### src/rtl/systolic_west_feeder_pkg.sv
// Shared types for the systolic-array west-edge feeder: element type and feeder FSM states.
package tpu_pkg;

    localparam int DATA_WIDTH = 16;

    typedef logic signed [DATA_WIDTH-1:0] data_t;

    typedef enum logic [1:0] {
        IDLE   = 2'd0,
        STREAM = 2'd1,
        DRAIN  = 2'd2
    } feeder_state_e;

endpackage

### src/rtl/systolic_west_feeder_skew_delay_line.sv
// Fixed-length register chain used to skew one array row; never stalls, async active-low clear.
module skew_delay_line #(
    parameter int STAGES = 1,
    parameter int WIDTH  = 18
) (
    input  logic             i_clk,
    input  logic             i_clr_n,
    input  logic [WIDTH-1:0] i_d,
    output logic [WIDTH-1:0] o_q
);

    logic [WIDTH-1:0] r_stage [STAGES];

    always_ff @(posedge i_clk or negedge i_clr_n) begin
        if (!i_clr_n) begin
            for (int s = 0; s < STAGES; s++) begin
                r_stage[s] <= '0;
            end
        end else begin
            r_stage[0] <= i_d;
            for (int s = 1; s < STAGES; s++) begin
                r_stage[s] <= r_stage[s-1];
            end
        end
    end

    assign o_q = r_stage[STAGES-1];

endmodule

### src/rtl/systolic_west_feeder.sv
// Vector FIFO plus per-row diagonal skew driving the west edge of the PE array.
// Optional performance counters are enabled by defining FEEDER_PERF_CNT_EN.
module systolic_west_feeder
    import tpu_pkg::*;
#(
    parameter int ROWS       = 2,
    parameter int DATA_WIDTH = tpu_pkg::DATA_WIDTH,
    parameter int DEPTH      = 4
) (
    input  logic                       clk,
    input  logic                       rst,
    input  logic                       in_valid,
    output logic                       in_ready,
    input  logic [ROWS*DATA_WIDTH-1:0] in_data,
    input  logic                       in_switch,
    input  logic                       feed_en,
    output logic [ROWS*DATA_WIDTH-1:0] out_input,
    output logic [ROWS-1:0]            out_valid,
    output logic [ROWS-1:0]            out_switch,
    output logic                       busy
`ifdef FEEDER_PERF_CNT_EN
    ,
    output logic [31:0]                vec_count,
    output logic [31:0]                stall_count
`endif
);

    localparam int VEC_W = ROWS * DATA_WIDTH;
    localparam int PTR_W = $clog2(DEPTH);
    localparam int CNT_W = $clog2(DEPTH + 1);
    localparam int DRN_W = (ROWS > 1) ? $clog2(ROWS) : 1;
    localparam logic [DRN_W-1:0] DRN_LEN = DRN_W'((ROWS > 1) ? ROWS - 1 : 1);

    logic [VEC_W:0]   r_mem [DEPTH];
    logic [PTR_W-1:0] r_wr_ptr;
    logic [PTR_W-1:0] r_rd_ptr;
    logic [CNT_W-1:0] r_count;
    logic             r_ready_en;
    feeder_state_e    r_state;
    feeder_state_e    w_state_nxt;
    logic [DRN_W-1:0] r_drain_cnt;
    logic [DRN_W-1:0] w_drain_cnt_nxt;
    logic             w_empty;
    logic             w_full;
    logic             w_push;
    logic             w_pop;
    logic [VEC_W:0]   w_head;

    assign w_empty  = (r_count == '0);
    assign w_full   = (r_count == CNT_W'(DEPTH));
    assign w_pop    = feed_en && !w_empty;
    // r_ready_en holds in_ready low until the first edge after reset release.
    assign in_ready = r_ready_en && (!w_full || w_pop);
    assign w_push   = in_valid && in_ready;
    assign w_head   = r_mem[r_rd_ptr];
    assign busy     = (r_state != IDLE);

    always_ff @(posedge clk) begin
        if (w_push) begin
            r_mem[r_wr_ptr] <= {in_switch, in_data};
        end
    end

    always_ff @(posedge clk or negedge rst) begin
        if (!rst) begin
            r_ready_en  <= 1'b0;
            r_wr_ptr    <= '0;
            r_rd_ptr    <= '0;
            r_count     <= '0;
            r_state     <= IDLE;
            r_drain_cnt <= '0;
        end else begin
            r_ready_en  <= 1'b1;
            r_state     <= w_state_nxt;
            r_drain_cnt <= w_drain_cnt_nxt;
            if (w_push) begin
                r_wr_ptr <= r_wr_ptr + PTR_W'(1);
            end
            if (w_pop) begin
                r_rd_ptr <= r_rd_ptr + PTR_W'(1);
            end
            case ({w_push, w_pop})
                2'b10:   r_count <= r_count + CNT_W'(1);
                2'b01:   r_count <= r_count - CNT_W'(1);
                default: r_count <= r_count;
            endcase
        end
    end

    always_comb begin
        w_state_nxt     = r_state;
        w_drain_cnt_nxt = r_drain_cnt;
        unique case (r_state)
            IDLE: begin
                if (w_push) begin
                    w_state_nxt = STREAM;
                end
            end
            STREAM: begin
                if (w_pop && !w_push && (r_count == CNT_W'(1))) begin
                    w_state_nxt     = DRAIN;
                    w_drain_cnt_nxt = DRN_LEN;
                end
            end
            DRAIN: begin
                if (w_push) begin
                    w_state_nxt = STREAM;
                end else if (r_drain_cnt == DRN_W'(1)) begin
                    w_state_nxt = IDLE;
                end else begin
                    w_drain_cnt_nxt = r_drain_cnt - DRN_W'(1);
                end
            end
            default: w_state_nxt = IDLE;
        endcase
    end

    // Non-pop cycles inject an all-zero bubble so data and switch stay 0 whenever valid is 0.
    for (genvar r = 0; r < ROWS; r++) begin : g_row
        logic [DATA_WIDTH+1:0] w_stage_in;
        logic [DATA_WIDTH+1:0] w_stage_out;

        assign w_stage_in = w_pop ? {1'b1, w_head[VEC_W], w_head[r*DATA_WIDTH +: DATA_WIDTH]} : '0;

        skew_delay_line #(
            .STAGES (r + 1),
            .WIDTH  (DATA_WIDTH + 2)
        ) u_skew (
            .i_clk   (clk),
            .i_clr_n (rst),
            .i_d     (w_stage_in),
            .o_q     (w_stage_out)
        );

        assign out_valid[r]                           = w_stage_out[DATA_WIDTH+1];
        assign out_switch[r]                          = w_stage_out[DATA_WIDTH];
        assign out_input[r*DATA_WIDTH +: DATA_WIDTH]  = w_stage_out[DATA_WIDTH-1:0];
    end

`ifdef FEEDER_PERF_CNT_EN
    always_ff @(posedge clk or negedge rst) begin
        if (!rst) begin
            vec_count   <= '0;
            stall_count <= '0;
        end else begin
            if (w_pop && (vec_count != '1)) begin
                vec_count <= vec_count + 32'd1;
            end
            if (!w_empty && !feed_en && (stall_count != '1)) begin
                stall_count <= stall_count + 32'd1;
            end
        end
    end
`endif

endmodule

### config.mk
export PLATFORM = sky130hd
export DESIGN_NAME = systolic_west_feeder
export DESIGN_NICKNAME = d
export VERILOG_FILES = /design/src/rtl/systolic_west_feeder_pkg.sv /design/src/rtl/systolic_west_feeder_skew_delay_line.sv /design/src/rtl/systolic_west_feeder.sv
export SDC_FILE = /design/constraint.sdc
export NUM_CORES = 1
export LEC_CHECK = 0
export BUFFER_PORTS_ARGS = -buffer_cell sky130_fd_sc_hd__clkbuf_2
export CELL_PAD_IN_SITES_DETAIL_PLACEMENT = 0
export CELL_PAD_IN_SITES_GLOBAL_PLACEMENT = 1
export CORE_ASPECT_RATIO = 1.25
export CORE_MARGIN = 2
export CORE_UTILIZATION = 57
export CTS_BUF_LIST = sky130_fd_sc_hd__clkbuf_4
export DETAILED_ROUTE_END_ITERATION = 8
export PLACE_DENSITY = 0.93
export SYNTH_ARGS = -nofsm -noshare
export SYNTH_HDL_FRONTEND = slang
export SYNTH_SLANG_ARGS = --single-unit
### constraint.sdc
create_clock -name clk -period 5 [get_ports clk]
set_clock_uncertainty 0.2 [all_clocks]
set_input_delay 1 -clock clk [delete_from_list [all_inputs] [get_ports clk]]
set_output_delay 1 -clock clk [all_outputs]
set_load 0.05 [all_outputs]
# After elaboration in Yosys (flattened, before gate mapping)
# Memories as Yosys holds them, arrays and structs flattened.
# Cells that the tools add are included.
# totals
reg_bits	65
n_memories	1
output_inout_bits	38
elab_cells	55
input_bits	37
ram_bits	132
# mem_list
name	words	width	read_ports	rd_ports_with_merged_regs	write_ports	line_no	source
r_mem	4	33	1	0	1	systolic_west_feeder.sv:34	logic [VEC_W:0] r_mem [DEPTH];
# classes
reduce_logical	16
addsub	5
n_mux	14
eq_ne	10
# ops
op	n
$mux 18	2
$mux 2	4
$ne 2x2->1 const B	3
$pmux 2 s3	1
$pmux 3 s2	1
$reduce_and 3->1	2
$reduce_bool 2->1	3
$logic_and 1x1->1	5
$mux 1	5
$add 2x1->2 const B	2
$eq 2x1->1 const B	2
$eq 2x2->1 const B	2
$add 3x1->3 const B	1
$eq 3x1->1 const B	1
$eq 3x3->1 const B	1
$logic_not 1->1	3
$logic_not 3->1	1
$ne 3x3->1 const B	1
$sub 3x1->3 const B	1
$logic_not 2->1	1
$pmux 1 s2	1
$logic_or 1x1->1	1
$sub 1x1->1 const B	1

# Logic depth before layout (Yosys ltp)
# depth
word_depth	11
ltp_mapped	10
depth_no_buf	9

# Cells and area by module
# Synthesis repeated with hierarchy kept, for this count alone.
# hier_totals
hier_cells	339
area_unflattened_um2	7099.3
# modules_own_cells
mod	seq_area_each_um2	cells_per_inst	instances	area_each_um2
systolic_west_feeder	4239.1	267	1	5612.9
skew_delay_line (g_row[1].u_skew)	900.9	54	1	1036.0
skew_delay_line (g_row[0].u_skew)	450.4	18	1	450.4

# Least setup slack after synthesis
# Ideal clock, no wire load.
# synth_path
path_type	input to register
from	in feed_en
to	mem r_mem[0][0] (netlist name), enable pin
arrival_time_ps	2234
setup_slack_ps	2172
cell_stages	4
path_buffers	1
setup_time_ps	393
required_time_ps	4407
path_cell_list	nand3b_1 -> and3_1 -> buf_2 -> and2_1
# synth_between
elab_chain_len	6
# synth_rtl
element	line_no	source
from (decl)	systolic_west_feeder.sv:16	input logic feed_en,
$logic_and 1x1->1	systolic_west_feeder.sv:51	assign w_pop = feed_en && !w_empty;
$logic_or 1x1->1	systolic_west_feeder.sv:53	assign in_ready = r_ready_en && (!w_full || w_pop);
$logic_and 1x1->1	systolic_west_feeder.sv:53	
$logic_and 1x1->1	systolic_west_feeder.sv:54	assign w_push = in_valid && in_ready;
$mux 1	systolic_west_feeder.sv:59	if (w_push) begin
$mux 1 (implied by the code)	systolic_west_feeder.sv:60	r_mem[r_wr_ptr] <= {in_switch, in_data};
to (decl)	systolic_west_feeder.sv:34	
# Every way passes these cells.

# Worst setup path after layout
# layout_path
from	reg r_count[0]
to	out in_ready
# layout_between
elab_chain_len	5
elab_cells_between_ends	7
cone_classes	eq/ne: 1; reduce/logical: 6
# layout_rtl
element	line_no	source
from (decl)	systolic_west_feeder.sv:37	logic [CNT_W-1:0] r_count;
from (signal assigned)	systolic_west_feeder.sv:83	2'b10: r_count <= r_count + CNT_W'(1);
from (signal assigned)	systolic_west_feeder.sv:84	2'b01: r_count <= r_count - CNT_W'(1);
from (signal assigned)	systolic_west_feeder.sv:85	default: r_count <= r_count;
$logic_not 3->1	systolic_west_feeder.sv:49	assign w_empty = (r_count == '0);
$logic_not 1->1	systolic_west_feeder.sv:51	
$logic_and 1x1->1	systolic_west_feeder.sv:51	
$logic_or 1x1->1 (*)	systolic_west_feeder.sv:53	
$logic_and 1x1->1 (*)	systolic_west_feeder.sv:53	
to (decl)	systolic_west_feeder.sv:13	output logic in_ready,
# Mark *: on every way between the ends. The rest lies on a longest branch, timed or not.

==> flow_summary.yaml <==
outcome:
  status: "finished, final reports clean"
power:
  clkPwrFrac: 0.166
  p_leak_nw: 2.914
  p_comb_frac: 0.306
  p_seq_frac: 0.528
  swShare: 0.3463
  p_int_w: 0.002715
  powerDensity_nw_per_um2: 542.0
  ir_worst_vdd_mv: 0.2559
  switchingPower_w: 0.001438
  power.total_w: 0.004153
grt:
  track_usage: 0.1709
  grt_overflow: 0
  grt_max_degree: 64
  grt_pass1_wl_um: 16730
  antenna_found_initial: 0
  grt_pass1_vias: 3200
timing:
  rsz0062_at_grt: "false"
  slew_headroom: 0.3582
  setup_viol: 0
  fin_crit_sh: 0.5973
  fin_setup_tns_ns: 0
  maxSlewViolCount: 0
  tightestPinTransition_ns: 0.9590
  final_hold_viol_count: 0
  fin_crit_ns: 2.987
  max_freq_mhz: 334.8
final_layout:
  antenna_cells: 0
  nNetsFinal: 447
  final_cells: 578
  design_area_um2: 7664
  post-route-util: 0.6331
  final_common_cell: "edfxtp_1"
  synthToLayoutAreaGrowth_pct: 8.484
  layout_common_cells: "edfxtp_1 (132), clkbuf_2 (73), dfrtp_1 (61), mux4_2 (33), nor2b_1 (33)"
  fillCellCount: 823
  drive_gt1_frac: 0.3527
critical_path:
  arrival_ns: 1.79
  worstSetupStartpointType: "register"
  worstSetupPathType: "reg -> out"
  worstPathCellList: "inv_1 > ha_1 > nand3b_1 > and2_1 > clkbuf_2"
  crit_buf_inv: 2
  endpoint_kind: "output port"
  reg2reg_to: "r_drain_cnt"
  reg2reg_depth: 9
  crit_fanout: 4
  r2r-start: "r_count[1]"
  crit_required_ns: 3.80
  cpMaxStageDelayCell: "dfrtp_1"
  rrSetupSlack_ns: 2.26
  max_stage_delay_ns: 0.44
  critPathTopFamily: "flip-flops"
floorplan:
  initial_core_util: 0.5836
  io-pin-count: 75
  die_area_um2: 13310
  dieHeight_um: 128.5
  die_x_um: 103.6
  row_count: 45
  design.core.area_um2: 12110
drt:
  drtIter0Drc: 161
  wl_um: 10510
  drc: 0
  routedWlPerCell_um: 18.17
  vias_per_cell: 5.296
  vias: 3061
  firstDrtPassIters: 5
  drtAntennaViolNets: 0
clocking:
  cts_tree: "yes"
  htreeDepth: 4
  cts_made_buffers: 17
  cts_root_buf: "clkbuf_4"
  cts.repair.resized: 0
  max-clock-path-buffers: 2
  clk-insertion-delay-late_ns: 0.56
  cts_hold_buf: 0
  clkTransAtPathRegs_ns: 0.14
  clock-sinks: 195
  post_cts_buffers: 0
yosys:
  ys_seq_area_frac: 0.7843
  synthCells: 339
  syn_avg_cell_area_um2: 20.84
  syn-cell-area_um2: 7064
  yosys_warnings: 0
  synth_cell_types: 29
  synth_nets: 385
  synth-seq-cells: 195
placed_design:
  place_inst: 546
  routabilityCongestion: 0.6650
  dpl_cell_area_um2: 7436
  numPortBuffers: 74
  dp_hpwl_um: 6476
worst_hold_path:
  holdCritPathClass: "reg -> reg"
  hold_depth: 0
  min_from: "g_row[1].u_skew.r_stage[18]"
  min_to: "g_row[1].u_skew.o_q[0]"
run:
  max-cap-violations: 0
## cell type report
class / instances / area [um^2] / share of cell area
flip-flops and latches: 195 / 5543 / 0.7233
multi-input cells: 103 / 1274 / 0.1662
repair buffers: 75 / 380.4 / 0.04963
well taps: 164 / 205.2 / 0.02678
clock buffers: 19 / 142.6 / 0.01861
clock inverters: 13 / 85.08 / 0.01110
inverters: 9 / 33.78 / 0.004408
## power groups by stage
stage | Sequential, W | Clock (W) | Combinational (W)
final | 0.00219 | 0.000690 | 0.00127
after global routing | 0.00223 | 0.000771 | 0.00136
after CTS | 0.00220 | 0.000711 | 0.00129
after detailed placement | 0.00224 | 0 | 0.00129
after global placement | 0.00221 | 0 | 0.00126
after floorplan | 0.00232 | 0 | 0.000997
## worst max path at each step
stage,start,to,slack [ns],cells past startpoint
final,r_count[0],in_ready,2.01,5
after global routing,r_count[0],in_ready,1.87,5
after CTS,r_count[0],in_ready,1.94,5
after detailed placement,feed_en,r_mem[0][17],1.94,4
after global placement,feed_en,r_mem[3][17],1.99,4
after floorplan,feed_en,r_mem[0][0],2.17,4
## cell families (layout without fill, tap and decap cells)
logic type,Yosys count,in the layout,share of synthesized area
xor gates and xnor gates,6,6,0.007439
other,1,1,0.0005308
DFF,195,195,0.7843
and+or+nand+nor,46,46,0.04003
AOI/OAI and AO/OA,6,6,0.005845
muxes,35,35,0.1082
adders and majority gates,9,9,0.01594
buffers and inverters,41,116,0.03773
## sequential cells by signal (all words and copies together) (netlist names)
signal	count
g_row.u_skew.o_q	35
g_row.u_skew.r_stage	17
r_count	3
r_drain_cnt	1
r_mem	132
r_rd_ptr	2
r_ready_en	1
r_state	2
r_wr_ptr	2
## per-stage QoR
step                      hold WS (ns)  setup WS, ns
after global routing            0.1719         1.870
after global placement          0.1324         1.992
after detailed placement        0.1356         1.942
final                           0.1507         2.013
after CTS                       0.1549         1.944
after floorplan                 0.1312         2.172
## synth_stat cells
master | count | share of area
and2_1 | 5 | 0.0044
and3_1 | 1 | 0.00089
and3b_1 | 1 | 0.0012
buf_2 | 6 | 0.0043
buf_4 | 20 | 0.021
buf_6 | 4 | 0.0064
clkbuf_1 | 2 | 0.0011
conb_1 | 1 | 0.00053
dfrtp_1 | 63 | 0.22
edfxtp_1 | 132 | 0.56
ha_1 | 9 | 0.016
inv_1 | 9 | 0.0048
mux2_2 | 1 | 0.0016
mux2i_1 | 1 | 0.0014
mux4_2 | 33 | 0.11
nand2_1 | 2 | 0.0011
nand3_1 | 1 | 0.00071
nand3b_1 | 1 | 0.0011
nor2_1 | 1 | 0.00053
nor2b_1 | 33 | 0.029
o211ai_1 | 1 | 0.0011
o21ai_0 | 1 | 0.00071
o21ai_1 | 1 | 0.00071
o22ai_1 | 1 | 0.00089
o311ai_0 | 1 | 0.0012
o41ai_1 | 1 | 0.0012
or2_2 | 1 | 0.00089
xnor2_1 | 5 | 0.0062
xor2_1 | 1 | 0.0012
## layer usage
layer	vias up	part of all wire	track usage
li1	1373	-	-
met1	1569	0.39	0.2040
met2	103	0.54	0.2937
met3	16	0.058	0.05724
met4	0	0.018	0.06518
met5	-	0	0
(Power assumes the default switching activity.)
